--- src/rtl/as_pack.sv ---
// Purpose : shared constants and types for the as_* core peripherals.
// Latency : n/a (declarations only).
// Backpressure: n/a.
package as_pack;

    // Core GPIO store-port geometry.
    localparam int gpio_addr_width = 4;
    localparam int nr_gpios        = 8;

    // Self-test signature addresses and default UART bit period.
    localparam int GPIO_FAIL_ADDR = 4;
    localparam int GPIO_PASS_ADDR = 8;
    localparam int UART_BAUD_DIV  = 16;

    typedef enum logic [2:0] {
        TX_IDLE,
        TX_START,
        TX_ADDR,
        TX_DATA,
        TX_STOP
    } tx_state_t;

    typedef struct packed {
        logic [gpio_addr_width-1:0] addr;
        logic [nr_gpios-1:0]        data;
    } gpio_wr_t;

endpackage

--- src/rtl/as_sync_fifo.sv ---
// Purpose : generic single-clock FIFO, combinational head (read from flops).
// Latency : push visible at head / in level on the next edge.
// Backpressure: push while full is dropped unless a pop happens the same edge.
//
// Ports: clk_i/rst_i (async active-low), push/push_dat, pop/head_dat,
//        full, empty, level (stored entry count).
module as_sync_fifo #(
    parameter int WIDTH = 8,
    parameter int DEPTH = 4
) (
    input  logic                     clk_i,
    input  logic                     rst_i,
    input  logic                     push,
    input  logic [WIDTH-1:0]         push_dat,
    input  logic                     pop,
    output logic [WIDTH-1:0]         head_dat,
    output logic                     full,
    output logic                     empty,
    output logic [$clog2(DEPTH):0]   level
);
    localparam int AW = $clog2(DEPTH);

    logic [WIDTH-1:0] mem [DEPTH];
    logic [AW-1:0]    wr_ptr;
    logic [AW-1:0]    rd_ptr;
    logic [AW:0]      cnt;
    logic             do_push;
    logic             do_pop;

    assign empty    = (cnt == '0);
    assign full     = (cnt == (AW+1)'(DEPTH));
    assign level    = cnt;
    assign head_dat = mem[rd_ptr];

    // A pop frees a slot in the same edge, so push at full is accepted then.
    assign do_pop  = pop && !empty;
    assign do_push = push && (!full || do_pop);

    always_ff @(posedge clk_i) begin
        if (do_push) begin
            mem[wr_ptr] <= push_dat;
        end
    end

    always_ff @(posedge clk_i or negedge rst_i) begin
        if (!rst_i) begin
            wr_ptr <= '0;
            rd_ptr <= '0;
            cnt    <= '0;
        end else begin
            if (do_push) begin
                wr_ptr <= wr_ptr + AW'(1);
            end
            if (do_pop) begin
                rd_ptr <= rd_ptr + AW'(1);
            end
            if (do_push && !do_pop) begin
                cnt <= cnt + (AW+1)'(1);
            end else if (do_pop && !do_push) begin
                cnt <= cnt - (AW+1)'(1);
            end
        end
    end

endmodule

--- src/rtl/as_gpio_uart_tap.sv ---
// Purpose : captures core GPIO writes and serialises each as a UART-style frame
//           (start, addr LSB-first, data LSB-first, stop); latches pass/fail flags.
// Latency : write at edge N into empty FIFO with idle line -> start bit from edge N+1.
// Backpressure: none toward the core; writes arriving at a full FIFO are dropped, ovf_o set.
//
// Ports: clk_i, rst_i (async active-low), cs_i/gpioAddr_i/gpio_i (write strobe),
//        tx_o (serial, idles high), busy_o, level_o, ovf_o/fail_o/pass_o (sticky).
module as_gpio_uart_tap
    import as_pack::*;
#(
    parameter int ADDR_W     = gpio_addr_width,
    parameter int DATA_W     = nr_gpios,
    parameter int FIFO_DEPTH = 4,
    parameter int BAUD_DIV   = UART_BAUD_DIV,
    parameter int FAIL_ADDR  = GPIO_FAIL_ADDR,
    parameter int PASS_ADDR  = GPIO_PASS_ADDR
) (
    input  logic                          clk_i,
    input  logic                          rst_i,
    input  logic                          cs_i,
    input  logic [ADDR_W-1:0]             gpioAddr_i,
    input  logic [DATA_W-1:0]             gpio_i,
    output logic                          tx_o,
    output logic                          busy_o,
    output logic [$clog2(FIFO_DEPTH):0]   level_o,
    output logic                          ovf_o,
    output logic                          fail_o,
    output logic                          pass_o
);
    localparam int FW = ADDR_W + DATA_W;
    localparam int BW = $clog2(BAUD_DIV);
    localparam int CW = $clog2((ADDR_W > DATA_W) ? ADDR_W : DATA_W) + 1;

    tx_state_t         state, state_nxt;
    logic [BW-1:0]     baud_cnt, baud_nxt;
    logic [CW-1:0]     bit_cnt, bit_nxt;
    logic [FW-1:0]     shift, shift_nxt;
    logic              tx_q, tx_nxt;
    logic              pop;
    logic              full;
    logic              empty;
    logic [FW-1:0]     head_dat;
    logic [FW-1:0]     load_dat;
    logic              bit_end;
    logic              ovf_q, fail_q, pass_q;

    as_sync_fifo #(
        .WIDTH (FW),
        .DEPTH (FIFO_DEPTH)
    ) u_fifo (
        .clk_i    (clk_i),
        .rst_i    (rst_i),
        .push     (cs_i),
        .push_dat ({gpioAddr_i, gpio_i}),
        .pop      (pop),
        .head_dat (head_dat),
        .full     (full),
        .empty    (empty),
        .level    (level_o)
    );

    // Shift register holds {data, addr} so a plain right shift emits addr first.
    assign load_dat = {head_dat[DATA_W-1:0], head_dat[FW-1:DATA_W]};
    assign bit_end  = (baud_cnt == BW'(BAUD_DIV - 1));

    always_comb begin
        state_nxt = state;
        baud_nxt  = bit_end ? '0 : baud_cnt + BW'(1);
        bit_nxt   = bit_cnt;
        shift_nxt = shift;
        tx_nxt    = tx_q;
        pop       = 1'b0;
        case (state)
            TX_IDLE: begin
                baud_nxt = '0;
                if (!empty) begin
                    pop       = 1'b1;
                    shift_nxt = load_dat;
                    state_nxt = TX_START;
                    tx_nxt    = 1'b0;
                end
            end
            TX_START: begin
                if (bit_end) begin
                    state_nxt = TX_ADDR;
                    bit_nxt   = '0;
                    tx_nxt    = shift[0];
                    shift_nxt = shift >> 1;
                end
            end
            TX_ADDR: begin
                if (bit_end) begin
                    // Last addr bit hands over straight to data bit 0.
                    tx_nxt    = shift[0];
                    shift_nxt = shift >> 1;
                    if (bit_cnt == CW'(ADDR_W - 1)) begin
                        state_nxt = TX_DATA;
                        bit_nxt   = '0;
                    end else begin
                        bit_nxt = bit_cnt + CW'(1);
                    end
                end
            end
            TX_DATA: begin
                if (bit_end) begin
                    if (bit_cnt == CW'(DATA_W - 1)) begin
                        state_nxt = TX_STOP;
                        tx_nxt    = 1'b1;
                    end else begin
                        tx_nxt    = shift[0];
                        shift_nxt = shift >> 1;
                        bit_nxt   = bit_cnt + CW'(1);
                    end
                end
            end
            TX_STOP: begin
                if (bit_end) begin
                    // Back-to-back frames: next start bit begins with no idle gap.
                    if (!empty) begin
                        pop       = 1'b1;
                        shift_nxt = load_dat;
                        state_nxt = TX_START;
                        tx_nxt    = 1'b0;
                    end else begin
                        state_nxt = TX_IDLE;
                        tx_nxt    = 1'b1;
                    end
                end
            end
            default: begin
                state_nxt = TX_IDLE;
                tx_nxt    = 1'b1;
            end
        endcase
    end

    always_ff @(posedge clk_i or negedge rst_i) begin
        if (!rst_i) begin
            state    <= TX_IDLE;
            baud_cnt <= '0;
            bit_cnt  <= '0;
            shift    <= '0;
            tx_q     <= 1'b1;
        end else begin
            state    <= state_nxt;
            baud_cnt <= baud_nxt;
            bit_cnt  <= bit_nxt;
            shift    <= shift_nxt;
            tx_q     <= tx_nxt;
        end
    end

    // Flags look at the raw strobe, so they set even when the entry is dropped.
    always_ff @(posedge clk_i or negedge rst_i) begin
        if (!rst_i) begin
            ovf_q  <= 1'b0;
            fail_q <= 1'b0;
            pass_q <= 1'b0;
        end else begin
            if (cs_i && full && !pop) begin
                ovf_q <= 1'b1;
            end
            if (cs_i && (gpioAddr_i == ADDR_W'(FAIL_ADDR))) begin
                fail_q <= 1'b1;
            end
            if (cs_i && (gpioAddr_i == ADDR_W'(PASS_ADDR))) begin
                pass_q <= 1'b1;
            end
        end
    end

    assign tx_o   = tx_q;
    assign busy_o = (state != TX_IDLE) || (level_o != '0);
    assign ovf_o  = ovf_q;
    assign fail_o = fail_q;
    assign pass_o = pass_q;

endmodule

--- config.mk ---
export PLATFORM = sky130hd
export DESIGN_NAME = as_gpio_uart_tap
export DESIGN_NICKNAME = d
export VERILOG_FILES = /design/src/rtl/as_pack.sv /design/src/rtl/as_sync_fifo.sv /design/src/rtl/as_gpio_uart_tap.sv
export SDC_FILE = /design/constraint.sdc
export NUM_CORES = 1
export LEC_CHECK = 0
export ABC_CLOCK_PERIOD_IN_PS = 4600
export CAP_MARGIN = 20
export CORE_MARGIN = 1.5
export CORE_UTILIZATION = 42
export DETAILED_ROUTE_END_ITERATION = 6
export HOLD_SLACK_MARGIN = 0.15
export REMOVE_ABC_BUFFERS = 1
export SETUP_SLACK_MARGIN = 0.4
export SLEW_MARGIN = 10
export SYNTH_ARGS = -nofsm -noshare
export SYNTH_HDL_FRONTEND = slang
export SYNTH_SLANG_ARGS = --single-unit
export TNS_END_PERCENT = 10
--- constraint.sdc ---
create_clock -name clk_i -period 4.6 [get_ports clk_i]
set_clock_uncertainty 0.15 [all_clocks]
set_input_delay 0.46 -clock clk_i [delete_from_list [all_inputs] [get_ports clk_i]]
set_output_delay 0.46 -clock clk_i [all_outputs]
set_load 0.01 [all_outputs]
# Word level (Yosys, flattened, before mapping)
# Memories as Yosys holds them, arrays and structs flattened.
# Index checks and enable logic that the tools add are counted.
[word_totals] wordCells=101 mem_count=1 ram_bits=48 output_inout_bits=8 register_bits=34 input_bits=15
[classes] n_reduce_logical=27 n_mux=37 eq_ne=19 n_addsub=6
[mem_list] name="u_fifo.mem" words=4 word_bits=12 rd=1 rd_clocked_by_memory_dff=0 wr=1 line="as_sync_fifo.sv:23" rtl="logic [WIDTH-1:0] mem [DEPTH];"
[op_table] operator="two-way mux 12 bit" count=5
[op_table] operator="case mux 12 bit (4 select lines)" count=1
[op_table] operator="two-way mux 4 bit" count=7
[op_table] operator="two-way mux 3 bit" count=9
[op_table] operator="inequality test 2 bit (second input constant)" count=8
[op_table] operator="case mux 3 bit (5 select lines)" count=1
[op_table] operator="case mux 4 bit (3 select lines)" count=1
[op_table] operator="two-way mux 1 bit" count=11
[op_table] operator="AND reduction 5 bit" count=2
[op_table] operator="nonzero test 3 bit" count=3
[op_table] operator="adder 4 x 1 -> 4 bit (second input constant)" count=2
[op_table] operator="equality test 4 x 3 -> 1 bit (second input constant)" count=2
[op_table] operator="equality test 4 bit (second input constant)" count=2
[op_table] operator="logical AND 1 bit" count=8
[op_table] operator="AND reduction 7 bit" count=1
[op_table] operator="equality test 3 x 2 -> 1 bit (second input constant)" count=2
[op_table] operator="equality test 3 bit (second input constant)" count=2
[op_table] operator="zero test 3 bit" count=2
[op_table] operator="zero test 1 bit" count=5
[op_table] operator="adder 2 x 1 -> 2 bit (second input constant)" count=2
[op_table] operator="equality test 4 x 2 -> 1 bit (second input constant)" count=1
[op_table] operator="case mux 1 bit (4 select lines)" count=1
[op_table] operator="AND reduction 4 bit" count=1
[op_table] operator="nonzero test 4 bit" count=1
[op_table] operator="other kinds (8)" count=9

# Depth between registers and ports, before layout
[depth] word_depth=11 depth_mapped=10 mapped_depth_nobuf=10

# Hierarchy
# From an unflattened synthesis, not the netlist that was laid out.
[hier_totals] hier_cells=226 area_unflattened_um2=3663.5
[by_module_without_submodules] mod="as_sync_fifo" seq_area_each_um2=1616.6 area_each_um2=2199.6 cells_each=98 n_inst=1
[by_module_without_submodules] mod="as_gpio_uart_tap" seq_area_each_um2=676.9 area_each_um2=1463.9 cells_each=128 n_inst=1

# Worst setup path before layout
# Ideal clock, no wire load.
[synth_path] path_type="reg2reg" startpoint="register baud_cnt[0]" endpoint="register u_fifo.cnt[2] (netlist: u_fifo.level[2])" stages_incl_launch_ff=11 setup_ns=0.080 arrival_time_ns=2.119 n_path_buf=0 path_slack_ns=2.251 required_time_ns=4.370 period_less_slack_ns=2.349 path_cell_list="dfrtp_1 -> ha_1 -> nand3_1 -> a21oi_1 -> o21a_1 -> ha_1 -> inv_1 -> fa_1 -> xor2_1 -> nor2_1 -> xor2_1"
[synth_between] elab_chain_cells=9 elab_cells_between_ends=12 cone_classes="1 x eq/ne; 3 x mux; 8 x reduce/logical"
[synth_rtl] element="from (decl)" line="as_gpio_uart_tap.sv:35" rtl="logic [BW-1:0] baud_cnt, baud_nxt;"
[synth_rtl] element="from (signal assigned)" line="as_gpio_uart_tap.sv:146" rtl="baud_cnt <= baud_nxt;"
[synth_rtl] element="equality test 4 bit (*)" line="as_gpio_uart_tap.sv:64" rtl="assign bit_end = (baud_cnt == BW'(BAUD_DIV - 1));"
[synth_rtl] element="two-way mux 1 bit (*)" line="as_gpio_uart_tap.sv:117" rtl="if (bit_end) begin"
[synth_rtl] element="case mux 1 bit (2 select lines) (*)" line="as_gpio_uart_tap.sv:73" rtl="case (state)"
[synth_rtl] element="logical AND 1 bit (*)" line="as_sync_fifo.sv:36" rtl="assign do_pop = pop && !empty;"
[synth_rtl] element="logical OR 1 bit (*)" line="as_sync_fifo.sv:37" rtl="assign do_push = push && (!full || do_pop);"
[synth_rtl] element="logical AND 1 bit (*)" line="as_sync_fifo.sv:37"
[synth_rtl] element="net u_fifo.do_push" line="as_sync_fifo.sv:27" rtl="logic do_push;"
[synth_rtl] element="zero test 1 bit" line="as_sync_fifo.sv:59" rtl="end else if (do_pop && !do_push) begin"
[synth_rtl] element="logical AND 1 bit" line="as_sync_fifo.sv:59"
[synth_rtl] element="nonzero test 2 bit (no source line)"
[synth_rtl] element="to (signal assigned)" line="as_sync_fifo.sv:58" rtl="cnt <= cnt + (AW+1)'(1);"
[synth_rtl] element="to (signal assigned)" line="as_sync_fifo.sv:60" rtl="cnt <= cnt - (AW+1)'(1);"
[synth_rtl] element="to (decl)" line="as_sync_fifo.sv:26" rtl="logic [AW:0] cnt;"
# Mark *: on every way through the listed nets, which the timed path passes. The rest lies on a longest branch.
# A chain may end at the register's enable or synchronous reset.

# Worst setup path in the final report
[layout_path] startpoint="register state[0]" endpoint="register u_fifo.cnt[2] (netlist: u_fifo.level[2])"
[layout_between] elab_chain_cells=8 elab_cells_between_ends=12 cone_classes="1 x eq/ne; 2 x mux; 9 x reduce/logical"
[layout_rtl] element="from (decl)" line="as_gpio_uart_tap.sv:34" rtl="tx_state_t state, state_nxt;"
[layout_rtl] element="from (signal assigned)" line="as_gpio_uart_tap.sv:145" rtl="state <= state_nxt;"
[layout_rtl] element="equality test 3 bit or zero test 3 bit (tied branches)" line="as_gpio_uart_tap.sv:73"
[layout_rtl] element="case mux 1 bit (2 select lines) (*)" line="as_gpio_uart_tap.sv:73"
[layout_rtl] element="logical AND 1 bit (*)" line="as_sync_fifo.sv:36"
[layout_rtl] element="logical OR 1 bit (*)" line="as_sync_fifo.sv:37"
[layout_rtl] element="logical AND 1 bit (*)" line="as_sync_fifo.sv:37"
[layout_rtl] element="net u_fifo.do_push" line="as_sync_fifo.sv:27"
[layout_rtl] element="zero test 1 bit" line="as_sync_fifo.sv:59"
[layout_rtl] element="logical AND 1 bit" line="as_sync_fifo.sv:59"
[layout_rtl] element="nonzero test 2 bit (no source line)"
# Marks and branches as above.

==> summary.md <==
| Metric | Value |
|---|---|
| Leak | 1.537 nW |
| Mapped cell area | 0.003665 mm² |
| Worst-case clock buffer depth | 2 |
| Synth Flop Type | edfxtp_1 |
| Synth unique cells | 49 |
| Core area | 0.008341 mm² |
| R2r startpoint | state[0]$_DFFE_PN0P_ |
| Critical path, cell by cell | or2_1 > a21oi_1 > o21a_1 > ha_1 > inv_1 > fa_1 > xor2_1 > nor2_1 > xor2_1 |
| Num rows | 33 |
| Total of max-cap violations | 0 |
| Filler cells | 728 |
| CTS tree | built |
| Yosys reg bits | 82 |
| CP dominant cell by count | xor2_1 |
| Vias in the first global route | 1,892 |
| Worst Tran Pin Value | 0.8044 ns |
| FF+latch area | 0.002293 mm² |
| Number of enable flip-flop cells after synthesis | 48 |
| Multi-input logic area | 0.001241 mm² |
| CP max FO | 12 |
| Root Buffer Master | clkbuf_8 |
| Slew Viols, Final | 0 |
| Post-synth ARST share | 0.4146 |
| Final setup fails | 0 |
| Synthesis Warnings | 0 |
| Flop-to-flop setup slack | 1.93 ns |
| PortBufs | 22 |
| Initial core utilization | 0.4394 |
| Dpl cells | 343 |
| Setup bufs post-CTS | 0 |
| Remaining DRCs | 0 |
| Remaining antenna violation count | 0 |
| Crit path to | u_fifo.level[2]$_DFFE_PN0P_ |
| Cell taking the most area after synthesis | edfxtp_1 |
| CTS Hold Buffers Added | 0 |
| Layout Nets | 272 |
| Clock sink count | 82 |
| Router iterations before antenna repair | 4 |
| Final hold slack | 0.3287 ns |
| IO Pins | 23 |
| RSZ-0062 raised after global routing | false |
| WS Path Type | register to register |
| Post-DP HPWL | 3.898 mm |
| Min Tclk post-route | 2.671 ns |
| Mapped Cells | 225 |
| Clock latency on the worst-skew pair | 0.35 ns |
| Count of final hold-check violations | 0 |
| Chip Height | 96.41 µm |
| Syn Area/Cell | 16.29 µm² |
| Peak supply drop | 217.6 µV |
| DR iter-0 viols | 105 |
| Type of the tightest min-delay check | register to register |
| # H-tree levels | 3 |
| Clock slew seen by the registers of the worst setup and hold paths | 0.09 ns |
| Die ar. | 0.009295 mm² |
| Largest cells by area after synthesis | edfxtp_1 39%, dfrtp_1 23%, mux4_1 5.0% |
| Slowest cell delay on critical path | 0.53 ns |
| Max transition margin | 0.4637 |
| Area grow syn2layout | 12.84% |
| Top cell type's share of synthesized area | 0.3933 |
| Critical Path RT | 4.73 ns |
| CP startpoint kind | register |
| Final Cycle Share | 0.5806 |
| R2r endpoint | u_fifo.level[2]$_DFFE_PN0P_ |
| Setup TNS | 0 ns |
| Critical path endpoint category | register |
| Status | finished clean |
| Critical path's slowest cell | dfrtp_1 |
| Register area share after synthesis | 0.6258 |
| Die X | 96.41 µm |
| GP Congestion | 0.7782 |
| Final core utilization | 0.4958 |
| Initial antenna violation count | 0 |
| WL per Instance | 16.95 µm |
| Largest net degree at the start of global routing | 35 |
| Global-route wire length before repair | 9.963 mm |
| Worst reg2reg path depth | 9 |
| Power per cell area | 424.8 mW/mm² |
| Post-route insts no fill | 359 |
| Diodes inserted | 0 |
| CTS buffer count | 9 |
| Synth cell count leaders | 48 x edfxtp_1, 33 x dfrtp_1, 14 x mux2_2 |
| Via count | 1,901 |
| Worst setup path start | state[0]$_DFFE_PN0P_ |
| Tot GR Track Use | 0.1502 |
| Most common cell in the netlist | edfxtp_1 |
| DR vias/cell | 5.295 |
| Share of post-route cells with drive strength above 1 | 0.2008 |
| Fmax | 374.4 MHz |
| CP Data Arrival Time | 2.80 ns |
| PostCTS Resize Cnt | 0 |
| GRT overflow | 0 |
| Post-Route WL | 6.086 mm |
[power by group]
part	total, mW	switching [mW]	internal, mW
Combinational	0.267	0.139	0.129
Clock	0.529	0.275	0.255
Sequential	0.960	0.0547	0.905
Total	1.76	0.468	1.29
[per-stage QoR]
step	area (µm²)	power, mW	setup WS [ns]
finish	4135	1.757	1.929
global route	4135	1.850	1.735
CTS	4135	1.783	1.919
detailed placement	3935	1.254	1.937
global placement	3935	1.248	2.032
floorplan	3576	1.126	2.207
[registers in the layout (all words and copies together), names as in the netlist]
signal	cells
u_fifo.mem	48
tx_o	1
baud_cnt	4
u_fifo.level	3
shift	12
fail_o	1
pass_o	1
bit_cnt	4
ovf_o	1
state	3
u_fifo.wr_ptr	2
u_fifo.rd_ptr	2
[cell usage in the layout, fill, tap and decap left out, drive strengths merged, types with 3 or more instances in the layout]
| cell | instances |
|---|---|
| nand2 | 5 |
| o21ai | 5 |
| clkdlybuf4s50 | 22 |
| nor3 | 8 |
| a211oi | 3 |
| nor2 | 9 |
| inv | 13 |
| and2 | 5 |
| clkinv | 3 |
| clkbuf | 9 |
| edfxtp | 48 |
| dfrtp | 33 |
| xor2 | 4 |
| mux2i | 3 |
| mux4 | 12 |
| mux2 | 22 |
| nand3 | 3 |
| ha | 7 |
| xnor2 | 6 |
[worst min path at each step]
| stage | from | endpoint | slack, ns | depth (start not counted) |
|---|---|---|---|---|
| 2_1_floorplan | rst_i | baud_cnt[0]$_DFF_PN0_ | 0.01 | 0 |
| 3_3_place_gp | ovf_o$_DFFE_PN0P_ | ovf_o$_DFFE_PN0P_ | 0.30 | 1 |
| 3_5_place_dp | fail_o$_DFFE_PN0P_ | fail_o$_DFFE_PN0P_ | 0.31 | 1 |
| 4_1_cts | ovf_o$_DFFE_PN0P_ | ovf_o$_DFFE_PN0P_ | 0.33 | 1 |
| 5_1_grt | ovf_o$_DFFE_PN0P_ | ovf_o$_DFFE_PN0P_ | 0.35 | 1 |
| 6_report | baud_cnt[0]$_DFF_PN0_ | baud_cnt[0]$_DFF_PN0_ | 0.33 | 1 |
[cells by family (layout without fill, tap and decap cells)]
logic type,after synthesis,after routing,synth area share
multiplexers,37,37,0.1649
AND/OR/NAND/NOR,41,41,0.06556
flip-flops,82,82,0.6258
AO/OA/AOI/OAI,25,25,0.05224
buffers and inverters,21,50,0.03551
XOR/XNOR,10,10,0.02390
adder cells (fa/ha/maj),9,9,0.03209
[routing by layer]
metal  up-vias  track usage  routed length [µm]
met1       959       0.2078                3045
li1        910            -                   -
met4         0      0.07609                 129
met3        10      0.02817                 124
met2        22       0.2277                2786
met5         -            0                   0
[worst max-delay path, delay by kind of cell, from the launching register on]
family          cells  cell delay [ns]
compound gates      2             0.45
flops               1             0.53
xor+xnor            2             0.32
fa+ha+maj           2             0.60
simple gates        2             0.50
buf+inv             1             0.06
[area by class of cell]
type / instances / area share
multi-input combinational: 122 / 0.3002
timing repair buffer: 23 / 0.05507
tap: 105 / 0.03177
sequential: 82 / 0.5546
clock buffer: 9 / 0.02995
clock inverter: 7 / 0.01846
inverter: 11 / 0.009985
No activity file was read; power rests on OpenSTA's default activity.
